$ cat src/rtl/spin_result_pkg.sv
// Shared types and sizing helpers for the spin result drain controller.
package spin_result_pkg;

  typedef enum logic [1:0] {
    COLLECT = 2'd0,
    LOAD    = 2'd1,
    SEND    = 2'd2,
    DONE    = 2'd3
  } state_t;

  localparam int SPIN_W_DEF = 50;
  localparam int DEPTH_DEF  = 16;
  localparam int OUT_W_DEF  = 8;

  function automatic int calc_chunks(input int spin_w, input int out_w);
    return (spin_w + out_w - 1) / out_w;
  endfunction

endpackage

$ cat src/rtl/spin_result_fifo.sv
// Synchronous FIFO with extra pointer wrap bit and a read register updated on pop.
module spin_result_fifo #(
  parameter int WIDTH = 50,
  parameter int DEPTH = 16
) (
  input  logic             clk,
  input  logic             rst,
  input  logic             clear,
  input  logic             push,
  input  logic [WIDTH-1:0] din,
  input  logic             pop,
  output logic [WIDTH-1:0] dout,
  output logic             full,
  output logic             empty
);
  localparam int AW = $clog2(DEPTH);

  logic [WIDTH-1:0] mem_r [DEPTH];
  logic [AW:0]      wr_ptr_r;
  logic [AW:0]      rd_ptr_r;
  logic [WIDTH-1:0] dout_r;
  logic             push_ok_s;
  logic             pop_ok_s;

  assign full      = (wr_ptr_r[AW] != rd_ptr_r[AW]) && (wr_ptr_r[AW-1:0] == rd_ptr_r[AW-1:0]);
  assign empty     = (wr_ptr_r == rd_ptr_r);
  assign push_ok_s = push && !full;
  assign pop_ok_s  = pop && !empty;
  assign dout      = dout_r;

  // storage array; contents are don't-care until written
  always_ff @(posedge clk) begin
    if (push_ok_s) begin
      mem_r[wr_ptr_r[AW-1:0]] <= din;
    end
  end

  // pointers and read register, cleared by reset or soft clear
  always_ff @(posedge clk) begin
    if (rst || clear) begin
      wr_ptr_r <= '0;
      rd_ptr_r <= '0;
      dout_r   <= '0;
    end else begin
      if (push_ok_s) begin
        wr_ptr_r <= wr_ptr_r + {{AW{1'b0}}, 1'b1};
      end
      if (pop_ok_s) begin
        rd_ptr_r <= rd_ptr_r + {{AW{1'b0}}, 1'b1};
        dout_r   <= mem_r[rd_ptr_r[AW-1:0]];
      end
    end
  end

endmodule

$ cat src/rtl/spin_result_drain_ctrl.sv
// Buffers one spin vector per run and drains them as OUT_W-bit words after the final run.
// Build macro SPIN_RESULT_HDR_EN prefixes each entry with a word holding its index.
module spin_result_drain_ctrl
  import spin_result_pkg::*;
#(
  parameter int SPIN_W = SPIN_W_DEF,
  parameter int DEPTH  = DEPTH_DEF,
  parameter int OUT_W  = OUT_W_DEF
) (
  input  logic              i_clk,
  input  logic              i_rst,
  input  logic              i_clear,
  input  logic              i_capture,
  input  logic [SPIN_W-1:0] i_spin,
  input  logic              i_final_run,
  input  logic [7:0]        i_expected_count,
  output logic [OUT_W-1:0]  o_data,
  output logic              o_valid,
  input  logic              i_ready,
  output logic [7:0]        o_count,
  output logic              o_busy,
  output logic              o_drain_done,
  output logic              o_overflow
);
  localparam int CHUNKS = calc_chunks(SPIN_W, OUT_W);
  localparam int PAD_W  = CHUNKS * OUT_W;
`ifdef SPIN_RESULT_HDR_EN
  localparam int WORDS  = CHUNKS + 1;
`else
  localparam int WORDS  = CHUNKS;
`endif
  localparam int CW = $clog2(WORDS + 1);
  localparam logic [CW-1:0] LAST_WORD = CW'(WORDS - 1);

  state_t             state_r;
  logic [7:0]         count_r;
  logic [OUT_W-1:0]   data_r;
  logic               valid_r;
  logic               busy_r;
  logic               done_r;
  logic               ovf_r;
  logic [CW-1:0]      word_r;
  logic [PAD_W-1:0]   sh_r;
`ifdef SPIN_RESULT_HDR_EN
  logic [OUT_W-1:0]   idx_r;
`endif

  logic [SPIN_W-1:0]  fifo_dout_s;
  logic [PAD_W-1:0]   pad_s;
  logic               fifo_full_s;
  logic               fifo_empty_s;
  logic               push_s;
  logic               pop_s;
  logic               start_s;
  logic               hs_s;
  logic               last_s;

  // The pop is issued on entry to LOAD so the head is in the FIFO read register during LOAD.
  spin_result_fifo #(
    .WIDTH (SPIN_W),
    .DEPTH (DEPTH)
  ) u_fifo (
    .clk   (i_clk),
    .rst   (i_rst),
    .clear (i_clear),
    .push  (push_s),
    .din   (i_spin),
    .pop   (pop_s),
    .dout  (fifo_dout_s),
    .full  (fifo_full_s),
    .empty (fifo_empty_s)
  );

  assign pad_s = PAD_W'(fifo_dout_s);

  // push/pop decode and drain start condition
  always_comb begin
    push_s  = 1'b0;
    pop_s   = 1'b0;
    start_s = 1'b0;
    hs_s    = valid_r && i_ready;
    last_s  = hs_s && (word_r == LAST_WORD);
    case (state_r)
      COLLECT: begin
        push_s  = i_capture && !fifo_full_s;
        start_s = i_final_run && (count_r == i_expected_count) &&
                  (i_expected_count != 8'd0) && !fifo_empty_s;
        pop_s   = start_s;
      end
      SEND: begin
        pop_s = last_s && !fifo_empty_s;
      end
      default: begin
        push_s  = 1'b0;
        pop_s   = 1'b0;
        start_s = 1'b0;
      end
    endcase
  end

  // control FSM with registered handshake and status outputs
  always_ff @(posedge i_clk) begin
    if (i_rst || i_clear) begin
      state_r <= COLLECT;
      count_r <= 8'd0;
      data_r  <= '0;
      valid_r <= 1'b0;
      busy_r  <= 1'b0;
      done_r  <= 1'b0;
      ovf_r   <= 1'b0;
      word_r  <= '0;
      sh_r    <= '0;
`ifdef SPIN_RESULT_HDR_EN
      idx_r   <= '0;
`endif
    end else begin
      if (i_capture && ((state_r != COLLECT) || fifo_full_s)) begin
        ovf_r <= 1'b1;
      end
      if (push_s && (count_r != 8'hFF)) begin
        count_r <= count_r + 8'd1;
      end
      case (state_r)
        COLLECT: begin
          if (start_s) begin
            state_r <= LOAD;
            busy_r  <= 1'b1;
          end
        end
        LOAD: begin
          state_r <= SEND;
          word_r  <= '0;
          valid_r <= 1'b1;
`ifdef SPIN_RESULT_HDR_EN
          data_r  <= idx_r;
          sh_r    <= pad_s;
`else
          data_r  <= pad_s[OUT_W-1:0];
          sh_r    <= pad_s >> OUT_W;
`endif
        end
        SEND: begin
          if (last_s) begin
            valid_r <= 1'b0;
`ifdef SPIN_RESULT_HDR_EN
            idx_r   <= idx_r + OUT_W'(1);
`endif
            if (!fifo_empty_s) begin
              state_r <= LOAD;
            end else begin
              state_r <= DONE;
              busy_r  <= 1'b0;
              done_r  <= 1'b1;
            end
          end else if (hs_s) begin
            word_r <= word_r + CW'(1);
            data_r <= sh_r[OUT_W-1:0];
            sh_r   <= sh_r >> OUT_W;
          end
        end
        DONE: begin
          state_r <= DONE;
        end
        default: begin
          state_r <= COLLECT;
        end
      endcase
    end
  end

  assign o_data       = data_r;
  assign o_valid      = valid_r;
  assign o_count      = count_r;
  assign o_busy       = busy_r;
  assign o_drain_done = done_r;
  assign o_overflow   = ovf_r;

endmodule
$ cat config.mk
export PLATFORM = sky130hd
export DESIGN_NAME = spin_result_drain_ctrl
export DESIGN_NICKNAME = d
export VERILOG_FILES = /design/src/rtl/spin_result_pkg.sv /design/src/rtl/spin_result_fifo.sv /design/src/rtl/spin_result_drain_ctrl.sv
export SDC_FILE = /design/constraint.sdc
export NUM_CORES = 1
export LEC_CHECK = 0
export CAP_MARGIN = 30
export CORE_AREA = 2 2 323 325
export DETAILED_ROUTE_END_ITERATION = 8
export DIE_AREA = 0 0 325 327
export HOLD_SLACK_MARGIN = 0.03
export PLACE_DENSITY = 0.55
export SETUP_SLACK_MARGIN = 0.02
export SLEW_MARGIN = 15
export SYNTH_ARGS = -nofsm -noshare
export SYNTH_HDL_FRONTEND = slang
export SYNTH_HIERARCHICAL = 1
export SYNTH_SLANG_ARGS = --single-unit
$ cat constraint.sdc
create_clock -name i_clk -period 7.2 [get_ports i_clk]
set_input_delay 0.72 -clock i_clk [delete_from_list [all_inputs] [get_ports i_clk]]
set_output_delay 0.72 -clock i_clk [all_outputs]
set_load 0.1 [all_outputs]
==> flow_summary.json, run 1 <==
{
  "status": "finished, final reports clean",
  "holdCritStartpoint": "u_fifo/dout[48]",
  "clock_path_buffers": 3,
  "drv_slew": 0,
  "yosys.area.top_type": "edfxtp_1",
  "antenna_left": 0,
  "post_synth.cell_area_avg_um2": 18.2,
  "grt_start_max_net_pins": 86,
  "whs_path_depth": 2,
  "crit_fanout": 54,
  "switching_power_mw": 2.16,
  "fin_area_um2": 41500,
  "drtIter0Drc": 1377,
  "clk_latency_ns": 0.65,
  "syn_inst": 1961,
  "htreeDepth": 3,
  "ys_ff_latch": 927,
  "die_w_um": 325,
  "rr_worst_depth": 7,
  "max-slew-margin-rel_pct": 33.3,
  "clock_sinks": 927,
  "dpl_cell_area_um2": 38300,
  "cp-start-kind": "flop",
  "power.share.clock_pct": 45.0,
  "setup_violations": 0,
  "async_reset_ff_share_pct": 0,
  "dr.pass1.iters": 7,
  "initial_utilization_pct": 34.7,
  "path_clk_slew_ns": 0.06,
  "timing.rr.end": "u_fifo/mem_r[11][37]",
  "gp_congestion": 0.745,
  "drcViolationCount": 0,
  "timing.rr.start": "u_fifo/rd_ptr_r[2]",
  "arrival_ns": 4.61,
  "synth_area_leaders": "edfxtp_1 67%, mux4_2 9.5%, dfxtp_1 7.1%, mux2_2 3.2%, a21oi_1 1.7%",
  "grt-ovfl-total": 0,
  "die_y_um": 327,
  "rsz0062_at_grt": "false",
  "total_power_mw": 11.1,
  "r2r_setup_slack_ns": 2.86,
  "clock-root-buffer": "clkbuf_16",
  "synth_flop_cell": "edfxtp_1",
  "fin_setup_tns_ns": 0,
  "p_seq_share_pct": 53.1,
  "drive_above_1_share_pct": 21.8,
  "post-route-period-util_pct": 60.2,
  "end_kind": "flop",
  "skew_ns": 0.0213,
  "final_hold_viol_count": 0,
  "worstSetupPathType": "flop to flop",
  "p_int_mw": 8.89,
  "dp.cells": 3328,
  "yosys_warnings": 6,
  "vias": 18300,
  "antenna_found_initial": 3,
  "period_needed_ns": 4.34,
  "syn_area_um2": 35700,
  "place_hpwl_um": 44900,
  "core-area_um2": 103000,
  "yosysSeqAreaShare_pct": 74.5,
  "syn_nets": 2033,
  "total_leakage_power_nw": 12.4,
  "swShare_pct": 19.6,
  "grt_pass1_wl_um": 124000,
  "area_growth_pct": 16.3,
  "worst-endpoint-required_ns": 7.47,
  "irDropWorstVdd_mv": 0.175,
  "numCtsBuffers": 93,
  "io_buffers": 83,
  "worst-slew-pin-transition_ns": 0.997,
  "layout.nets": 2117,
  "std_cell_rows": 118,
  "postCtsHoldBufs": 0,
  "io_pins": 84,
  "cts_resized": 0,
  "gr-usage-all-layers_pct": 15.4,
  "instances_no_fill": 3506,
  "routedWlPerCell_um": 23.5,
  "avgViaCountPerCell": 5.22,
  "cap_violations": 0,
  "hold_end": "sh_r[40]",
  "pre_cts_ws_ns": 2.86,
  "synth_enable_flop_cells": 800,
  "cts_tree": "done",
  "yosys.area.top_type_share_pct": 67.3,
  "p_comb_share_pct": 2.0,
  "hp-class": "flop to flop",
  "postCtsSetupRepairBufs": 0,
  "fin_ws_ns": 2.86,
  "first_global_vias": 18800,
  "drt-total-wl_um": 82300,
  "dieArea_um2": 106000,
  "power_density_nw_per_um2": 266,
  "max_freq_ghz": 0.231,
  "synthDistinctLibCells": 47
}
==> per-stage QoR <==
step | utilization [%] | hold WS, ns
finish | 40.3 | 0.451
global route | 40.3 | 0.475
CTS | 40.3 | 0.453
detailed placement | 37.2 | 0.443
global placement | 36.8 | 0.442
floorplan | - | 0.429
==> synthesized netlist by cell type, types with 2 or more instances <==
master / number
a311oi_1: 42
inv_1: 8
a21oi_1: 120
and2_1: 4
nand2_1: 101
a211oi_1: 51
buf_6: 9
nand4_1: 4
or2_2: 3
and4_1: 3
mux4_2: 150
nor4_1: 3
mux2i_1: 53
and3_1: 13
xnor2_1: 9
dfxtp_1: 127
nor2_1: 63
buf_4: 14
nand3_1: 12
o22ai_1: 50
xor2_1: 16
o21ai_0: 56
mux2_2: 101
or3_1: 3
nor2b_1: 6
buf_2: 29
clkbuf_1: 66
o21a_1: 2
o211ai_1: 2
nand2b_1: 2
ha_1: 8
o2111ai_1: 3
buf_1: 10
nor3_1: 6
edfxtp_1: 800
==> area by class of cell <==
class                           instances  area (um2)
Clock buffer                          119        2560
Inverter                                8        31.3
Sequential cell                       927       26600
Multi-Input combinational cell        897        8560
Fill cell                            9185       61400
Timing Repair Buffer                  118        1420
Clock inverter                         56         609
Antenna cell                            1        2.50
Tap cell                             1380        1730
==> placed cells by master (no fill, tap or decap), types with 8 or more instances in the layout <==
cell type and instances:
a211oi_1 51, a21oi_1 120, a311oi_1 42, and3_4 12
buf_16 12, buf_4 16, bufinv_16 12, clkbuf_1 17
clkbuf_16 97, clkdlybuf4s50_1 83, clkinv_1 13, clkinv_2 16
clkinvlp_4 9, dfxtp_1 123, edfxtp_1 800, ha_1 8
mux2_2 101, mux2i_1 53, mux4_2 150, nand2_1 100
nand3_1 12, nor2_1 62, o21ai_0 56, o22ai_1 50
xnor2_1 9, xor2_1 16
==> cell families (layout without fill, tap and decap cells) <==
family	Yosys count	count (layout)	synth area share, %
xor+xnor	25	25	0.614
other cells	0	1	0
buf+inv	137	301	1.88
simple gates	229	229	2.91
mux	304	304	14.1
flops	927	927	74.5
fa+ha+maj	8	8	0.281
compound gates	331	331	5.72
==> how the worst max path moves through the flow <==
stage                             from                   end  slack [ns]  cells after the start
global placement    u_fifo/rd_ptr_r[2]   u_fifo/mem_r[11][0]        2.94                      7
finish              u_fifo/rd_ptr_r[2]  u_fifo/mem_r[11][37]        2.86                      7
floorplan           u_fifo/rd_ptr_r[1]    u_fifo/mem_r[3][0]        1.71                      7
CTS                 u_fifo/rd_ptr_r[2]  u_fifo/mem_r[11][39]        2.82                      7
detailed placement  u_fifo/rd_ptr_r[2]  u_fifo/mem_r[11][38]        2.86                      7
global route        u_fifo/rd_ptr_r[2]   u_fifo/mem_r[11][0]        2.57                      7
==> power by group through the flow <==
stage | combinational, mW | sequential, mW | clock, mW
after floorplan | 0.0798 | 5.98 | 0
after global placement | 0.207 | 5.98 | 0
after detailed placement | 0.221 | 5.98 | 0
after CTS | 0.222 | 5.86 | 5.10
after global routing | 0.239 | 5.86 | 5.29
final | 0.218 | 5.86 | 4.97
==> sequential cells by signal (all words and copies together), names as in the netlist <==
name and count:
u_fifo/mem_r 800, u_fifo/dout 50, sh_r 42, o_count 8
o_data 8, u_fifo/rd_ptr_r 5, u_fifo/wr_ptr_r 5, word_r 3
state_r 2, o_busy 1, o_drain_done 1, o_overflow 1
o_valid 1
==> per-layer routing <==
layer  GRT usage, %  up-vias  wire length [um]
li1               -     8077                 -
met1           21.3     9630             36700
met2           25.2      480             39600
met3           2.65      110              4200
met4           4.63        4              1760
met5              0        -                26
==> worst max-delay path, stage by stage (launching register included) <==
cell      delay, ns
dfxtp_4        0.91
xnor2_1        0.16
nand4_1        0.30
nor2_1         0.13
nor4b_4        0.50
o211ai_1       0.42
nor2b_4        0.82
buf_4          0.65
No activity file was read; power rests on OpenSTA's default activity.
==> inputs of run 2 (changes only) <==
==> constraint.sdc (replaced) <==
create_clock -name i_clk -period 4.5 [get_ports i_clk]
set_input_delay 0.45 -clock i_clk [delete_from_list [all_inputs] [get_ports i_clk]]
set_output_delay 0.45 -clock i_clk [all_outputs]
set_load 0.1 [all_outputs]
==> run 2 against run 1 <==
  * Flip-flop and latch count unchanged
  * First-iteration DRC count up 13%
  * Wire length up 6.9%
  * Critical endpoint is now u_fifo/mem_r[6][28]
  * Highest routed layer is now met4
==> flow_summary.json, run 2 (synthesis gave the netlist of run 1 again) <==
{
  "die_y_um": 327,
  "final_util_pct": 40.5,
  "drcViolationCount": 0,
  "drtIter0Drc": 1556,
  "layout_common_cells": "800 x edfxtp_1, 150 x mux4_2, 123 x dfxtp_1",
  "grt_start_max_net_pins": 105,
  "path_clk_slew_ns": 0.06,
  "antenna_left": 0,
  "core-area_um2": 103000,
  "cap_violations": 0,
  "hp-class": "flop to flop",
  "std_cell_rows": 118,
  "rsz0062_at_grt": "false",
  "numCtsBuffers": 99,
  "skew_ns": 0.0215,
  "place_hpwl_um": 48900,
  "power_density_nw_per_um2": 429,
  "cp-start-kind": "flop",
  "io_buffers": 83,
  "arrival_ns": 3.97,
  "end_kind": "flop",
  "fin_setup_tns_ns": 0,
  "grt_pass1_wl_um": 130000,
  "drive_above_1_share_pct": 23.0,
  "total_power_mw": 17.9,
  "max-slew-margin-rel_pct": 32.3,
  "gr-usage-all-layers_pct": 16.5,
  "period_needed_ns": 3.61,
  "vias": 18700,
  "htreeDepth": 3,
  "worst_hold_slack_ns": 0.455,
  "switching_power_mw": 3.61,
  "dieArea_um2": 106000,
  "drt-total-wl_um": 87900,
  "final_hold_viol_count": 0,
  "irDropWorstVdd_mv": 0.295,
  "antenna_found_initial": 1,
  "instances_no_fill": 3537,
  "worst-slew-pin-transition_ns": 1.01,
  "clk_latency_ns": 0.67,
  "final_common_cell": "edfxtp_1",
  "power.share.clock_pct": 45.5,
  "die_w_um": 325,
  "p_int_mw": 14.3,
  "crit_fanout": 29,
  "initial_utilization_pct": 34.7,
  "total_leakage_power_nw": 12.5,
  "p_comb_share_pct": 2.1,
  "routedWlPerCell_um": 24.9,
  "area_growth_pct": 16.9,
  "clock-root-buffer": "clkbuf_16",
  "max_freq_ghz": 0.277,
  "cts_tree": "done",
  "holdCritStartpoint": "o_drain_done",
  "io_pins": 84,
  "status": "finished, final reports clean",
  "largest_register_ffs": 800,
  "postCtsHoldBufs": 0,
  "setup_violations": 0,
  "post-route-period-util_pct": 80.1,
  "grt-ovfl-total": 0,
  "drv_slew": 0,
  "cp-startpoint": "u_fifo/rd_ptr_r[1]",
  "dp.cells": 3350,
  "gp_congestion": 0.795,
  "cts_resized": 0,
  "postCtsSetupRepairBufs": 0,
  "first_global_vias": 19200,
  "swShare_pct": 20.2,
  "avgViaCountPerCell": 5.28,
  "dr.pass1.iters": 7,
  "layout.nets": 2144,
  "clock_path_buffers": 3,
  "worst-endpoint-required_ns": 4.86,
  "worstSetupPathType": "flop to flop",
  "clock_sinks": 927,
  "p_seq_share_pct": 52.4,
  "timing.rr.start": "u_fifo/rd_ptr_r[1]"
}
[run 2: cell types whose count changed in the layout (fill, tap and decap cells not counted), sizes merged]
cell,previous run,this run
buf,35,56
clkbuf,119,130
diode,1,2
clkinv,29,37
clkinvlp,10,4
bufinv,12,8
[run 2: power groups by stage]
stage | Clock [mW] | Sequential [mW] | Combinational [mW]
3_5_place_dp | 0 | 9.57 | 0.374
6_report | 8.15 | 9.39 | 0.370
2_1_floorplan | 0 | 9.57 | 0.128
4_1_cts | 8.33 | 9.39 | 0.375
3_3_place_gp | 0 | 9.57 | 0.363
5_1_grt | 8.68 | 9.39 | 0.404
[run 2: layout make-up]
type | instances | area [um2]
clock buffers | 130 | 2760
inverters | 8 | 31.3
repair buffers | 139 | 1530
well taps | 1380 | 1730
flip-flops and latches | 927 | 26600
diodes | 2 | 5.00
fillers | 9215 | 61200
multi-input cells | 897 | 8570
clock inverters | 54 | 522
[run 2: critical path, cell delays in order (launching register included)]
cell and delay, ns:
dfxtp_4 0.62, xnor2_1 0.13, nand4_1 0.28, nor2_1 0.14
nor4b_4 0.47, o21a_1 0.55, and3_4 0.75, buf_4 0.33
[run 2: final timing paths]
kind                                             to  slack (ns)  cells past startpoint
worst max register to register  u_fifo/mem_r[6][28]        0.89                      7
worst min-delay path                   o_drain_done        0.46                      2
worst min register to register         o_drain_done        0.46                      2
worst max-delay path            u_fifo/mem_r[6][28]        0.89                      7
[run 2: routing by layer]
layer	track usage, %	wire length (um)	up-vias
li1	-	-	8142
met1	23.6	40000	9877
met2	26.1	41400	529
met3	3.00	4910	118
met4	4.34	1640	0
met5	0	0	-
[run 2: per-stage QoR]
| stage | setup slack (ns) | cell area, um2 |
|---|---|---|
| final | 0.894 | 41700 |
| after global routing | 0.594 | 41700 |
| after CTS | 0.865 | 41700 |
| after detailed placement | 0.895 | 38400 |
| after global placement | 0.947 | 38300 |
| after floorplan | 0.227 | 35700 |
